`config.mk`:
```
export PLATFORM = sky130hd
export DESIGN_NAME = logic_unit_arbiter
export DESIGN_NICKNAME = d
export VERILOG_FILES = /design/src/rtl/logic_unit_arbiter_pkg.sv /design/src/rtl/logic_unit32.sv /design/src/rtl/logic_unit_arbiter.sv
export SDC_FILE = /design/constraint.sdc
export NUM_CORES = 1
export LEC_CHECK = 0
export CAP_MARGIN = 20
export CORE_MARGIN = 3
export CORE_UTILIZATION = 48
export CTS_BUF_LIST = sky130_fd_sc_hd__clkbuf_8
export DETAILED_ROUTE_END_ITERATION = 8
export PLACE_DENSITY = 0.83
export SYNTH_ARGS = -nofsm -noshare
export SYNTH_HDL_FRONTEND = slang
export SYNTH_SLANG_ARGS = --single-unit
```
`constraint.sdc`:
```
create_clock -name clk -period 2.7 [get_ports clk]
set_clock_uncertainty 0.2 [all_clocks]
set_input_delay 0.54 -clock clk [delete_from_list [all_inputs] [get_ports clk]]
set_output_delay 0.54 -clock clk [all_outputs]
set_load 0.1 [all_outputs]
```
`src/rtl/logic_unit_arbiter_pkg.sv`:
```
// rtl/logic_unit_arbiter_pkg.sv - shared constants for the arbitrated logic unit
package logic_unit_arbiter_pkg;

    localparam int LUA_WIDTH = 32;

    localparam logic [1:0] LOP_AND = 2'b00;
    localparam logic [1:0] LOP_OR  = 2'b01;
    localparam logic [1:0] LOP_XOR = 2'b10;
    localparam logic [1:0] LOP_NOR = 2'b11;

    localparam logic [0:0] SLOT_EMPTY = 1'b0;
    localparam logic [0:0] SLOT_FULL  = 1'b1;

endpackage

```
`src/rtl/logic_unit32.sv`:
```
// rtl/logic_unit32.sv - combinational bitwise logic unit (AND/OR/XOR/NOR)
module logic_unit32
    import logic_unit_arbiter_pkg::*;
#(
    parameter int WIDTH = LUA_WIDTH
) (
    input  logic [1:0]       op,
    input  logic [WIDTH-1:0] a,
    input  logic [WIDTH-1:0] b,
    output logic [WIDTH-1:0] y
);

    // Pure bitwise function: no carries, no flags.
    always_comb begin
        y = '0;
        case (op)
            LOP_AND: y = a & b;
            LOP_OR:  y = a | b;
            LOP_XOR: y = a ^ b;
            LOP_NOR: y = ~(a | b);
            default: y = '0;
        endcase
    end

endmodule

```
`src/rtl/logic_unit_arbiter.sv`:
```
// rtl/logic_unit_arbiter.sv - round-robin sharing of one logic unit between two requesters
module logic_unit_arbiter
    import logic_unit_arbiter_pkg::*;
#(
    parameter int WIDTH = LUA_WIDTH,
    parameter int CNT_W = 16
) (
    input  logic               clk,
    input  logic               rst_n,
    input  logic [1:0]         req_valid,
    output logic [1:0]         req_ready,
    input  logic [3:0]         req_op,
    input  logic [2*WIDTH-1:0] req_a,
    input  logic [2*WIDTH-1:0] req_b,
    output logic               rsp_valid,
    input  logic               rsp_ready,
    output logic [WIDTH-1:0]   rsp_data,
    output logic               rsp_id,
    output logic [CNT_W-1:0]   cnt0,
    output logic [CNT_W-1:0]   cnt1
);

    logic [0:0]       slot_state;
    logic             last;
    logic             grant;
    logic             can_accept;
    logic             accept;
    logic [1:0]       gnt_op;
    logic [WIDTH-1:0] gnt_a;
    logic [WIDTH-1:0] gnt_b;
    logic [WIDTH-1:0] lu_y;

    assign rsp_valid  = (slot_state == SLOT_FULL);
    assign can_accept = (slot_state == SLOT_EMPTY) || rsp_ready;

    // Grant selection: a lone requester wins; on conflict the one not served last wins.
    always_comb begin
        grant = 1'b0;
        if (req_valid == 2'b11) begin
            grant = ~last;
        end else begin
            grant = req_valid[1];
        end
    end

    // Only the granted requester sees ready, and only when the slot can take a result.
    always_comb begin
        req_ready = 2'b00;
        if (can_accept && (req_valid != 2'b00)) begin
            req_ready[grant] = 1'b1;
        end
    end

    assign accept = |(req_valid & req_ready);

    // Operand mux feeding the single shared logic unit.
    always_comb begin
        gnt_op = req_op[1:0];
        gnt_a  = req_a[WIDTH-1:0];
        gnt_b  = req_b[WIDTH-1:0];
        if (grant) begin
            gnt_op = req_op[3:2];
            gnt_a  = req_a[2*WIDTH-1:WIDTH];
            gnt_b  = req_b[2*WIDTH-1:WIDTH];
        end
    end

    logic_unit32 #(.WIDTH(WIDTH)) u_lu (
        .op (gnt_op),
        .a  (gnt_a),
        .b  (gnt_b),
        .y  (lu_y)
    );

    // Result slot: load on accept, empty on drain, otherwise hold.
    always_ff @(posedge clk or negedge rst_n) begin
        if (!rst_n) begin
            slot_state <= SLOT_EMPTY;
            rsp_data   <= '0;
            rsp_id     <= 1'b0;
        end else if (accept) begin
            slot_state <= SLOT_FULL;
            rsp_data   <= lu_y;
            rsp_id     <= grant;
        end else if ((slot_state == SLOT_FULL) && rsp_ready) begin
            slot_state <= SLOT_EMPTY;
        end
    end

    // Round-robin pointer; reset to 1 so requester 0 wins the first conflict.
    always_ff @(posedge clk or negedge rst_n) begin
        if (!rst_n) begin
            last <= 1'b1;
        end else if (accept) begin
            last <= grant;
        end
    end

    // Saturating per-requester accept counters.
    always_ff @(posedge clk or negedge rst_n) begin
        if (!rst_n) begin
            cnt0 <= '0;
            cnt1 <= '0;
        end else if (accept) begin
            if (!grant && (cnt0 != {CNT_W{1'b1}})) begin
                cnt0 <= cnt0 + 1'b1;
            end
            if (grant && (cnt1 != {CNT_W{1'b1}})) begin
                cnt1 <= cnt1 + 1'b1;
            end
        end
    end

endmodule

```
==> reports/qor.yml <==
global_routing:
  global_route.peak_usage_layer: "met2"
  overflow: 0
  grt_max_degree: 44
  grt_usage_pct: 25.0
  use_met2_pct: 43.9
  grt_pass1_wl_um: 27000
  antenna_found_initial: 0
  met3_usage_pct: 4.47
  use_met1_pct: 30.3
  grt_pass1_vias: 5651
logic_synthesis:
  syn_nets: 822
  ys_seq_area_share_pct: 28.3
  yosysTopAreaCell: "dfrtp_1"
  netlist_area_um2: 5920
  synth_warnings: 0
  avgSynthCellArea_um2: 9.57
  synthFlopType: "dfrtp_1"
  synth_edf_count: 0
  netlist_instances: 619
  synthArstFlopShare_pct: 100
  synth_top_area_share_pct: 27.9
  synth_seq_cells: 67
  yosysUniqueCellTypes: 42
  netlist_top_cells_area: "dfrtp_1 28%, ha_1 14%, mux2i_1 11%, xnor2_1 9.8%, mux2_2 6.5%"
finish:
  diodes: 0
  finish.utilization_pct: 77.0
  final_cell_mix: "131 x clkdlybuf4s50_1, 95 x buf_4, 69 x inv_1"
  drive_gt1_share_pct: 28.0
  num-nets-final: 1044
  multi_input_area_um2: 4220
  final_cell_area_um2: 9020
  seq_area_um2: 1680
  final_common_cell: "clkdlybuf4s50_1"
  areaGrowthSynthToFinish_pct: 52.4
  fill_cells: 766
drt:
  num_vias: 5652
  first_pass_iters: 6
  ant_nets: 0
  drt-initial-drc-count: 498
  wirelength_um: 18900
  detail_route.wl_per_cell_um: 19.1
  viasPerCell: 5.72
  drc_errors: 0
sta:
  max_slew_margin_pct: 56.2
  slew_viol_final: 0
  finalCritPeriodShare_pct: 93.3
  fin_crit_ps: 2520
  setup_viol: 0
  clock.fmax_mhz: 397
  hold_slack_ps: 10.8
  setup_tns_ps: 0
  hold_viol: 0
  tightest_slew_ps: 657
  rsz0062_at_grt: "no"
die:
  start_util_pct: 50.6
  die_w_um: 117
  die-area_um2: 13700
  rows: 39
  core_um2: 11700
  ios: 205
  die_height_um: 117
setup_path:
  required_ps: 2720
  r2r-start: "last$_DFFE_PN1P_"
  regToRegEndpoint: "rsp_data[4]$_DFFE_PN0P_"
  crit_fanout: 5
  cp-end-kind: "flop"
  cp-startpoint: "last$_DFFE_PN1P_"
  r2r_slack_ps: 180
  cp_data_arrival_time_ps: 2540
  path_class: "reg2reg"
  reg2reg_depth: 9
  start_kind: "flop"
power:
  ir_worst_vdd_mv: 0.355
  power_density_nw_per_um2: 671
  fin_total_pwr_mw: 6.06
  leakage_nw: 4.02
run:
  maxCapViolCount: 0
clock_network:
  cts_max_level: 3
  clk_path_buf_depth: 2
  cts_hold_buf: 0
  cts_buffers: 9
  cts.sinks: 67
  cts_tree: "built"
  cts.clk_slew.worst_paths_ps: 80
  cts_root_buf: "clkbuf_8"
  clk-insertion-delay-late_ps: 350
placement:
  hpwl_um: 12800
  gp_congestion: 0.876
  dpl_cell_area_um2: 8200
  portBuffers: 204
outcome:
  status: "complete, no violations"
worst_hold_path:
  hold_class: "in2async"
Yosys cell counts (3+ instances only):
cell type,instances
inv_1,69
a21oi_1,5
a211oi_1,4
nand4_1,8
nor2_1,39
ha_1,66
mux2_2,34
mux2_1,3
nor3_1,7
buf_2,13
clkbuf_1,22
xnor2_1,66
o22ai_1,32
xor2_1,21
nor4_1,11
a221oi_1,32
buf_1,3
nand2_1,13
nand2b_1,4
dfrtp_1,66
nand3_1,9
mux2i_1,65
cell families (layout without fill, tap and decap cells):
kind of cell	after synthesis	in the layout	share of synthesized area, %
buffers and inverters	107	333	7.06
adders and majority gates	66	66	13.9
DFF	67	67	28.3
AOI/OAI and AO/OA	84	84	10.4
xor gates and xnor gates	87	87	12.9
muxes	102	102	18.0
and+or+nand+nor	106	106	9.38
worst max-delay path by stage:
stage                                    end  slack [ps]  cells past startpoint
CTS                 rsp_data[31]$_DFFE_PN0P_         -40                      9
detailed placement  rsp_data[16]$_DFFE_PN0P_        -400                      9
floorplan                cnt1[1]$_DFFE_PN0P_        -0.2                      5
global route        rsp_data[14]$_DFFE_PN0P_         120                      9
finish               rsp_data[4]$_DFFE_PN0P_         180                      9
global placement     rsp_data[9]$_DFFE_PN0P_        -310                      9
final cells by class:
class / instances / area share [%]
clock buffer: 9 / 1.37
inverter: 69 / 2.87
sequential: 67 / 18.7
clock inverter: 6 / 0.846
multi-input combinational: 445 / 46.8
timing repair buffer: 249 / 27.5
tap: 143 / 1.98
metrics by stage:
stage	setup WS, ps	std cells
detailed placement	-405	962
CTS	-37.5	980
global route	122	988
floorplan	-0.169	619
finish	180	988
global placement	-313	962
routing by layer:
metal	vias up	share of wire, %
met5	-	0
met4	0	3.0
met3	44	6.8
met2	282	51
met1	2704	39
li1	2622	-
registers in the layout (all words and copies together) (netlist names):
name,cells
cnt1,16
rsp_valid,1
last,1
rsp_id,1
cnt0,16
rsp_data,32
where the power goes:
group	internal (mW)	switching [mW]
logic	1.14	2.54
registers	1.24	0.243
clock network	0.504	0.397
total	2.88	3.18
worst max-delay path, cell delays in order, from the launching register on:
cell       delay (ps)
dfstp_2           390
a21boi_4          260
buf_12            190
clkbuf_16         150
mux2_2            350
inv_1              70
ha_2              200
xnor2_1           130
o22ai_1            90
a221oi_1          370
timing repair:
item | in CTS | in global routing
endpoints found under the setup margin | 11 | 34
gates cloned | 2 | 6
buffers inserted | 1 | 2
gates resized for setup | 4 | 81
pin swaps | 1 | 31
(Power assumes the default switching activity.)
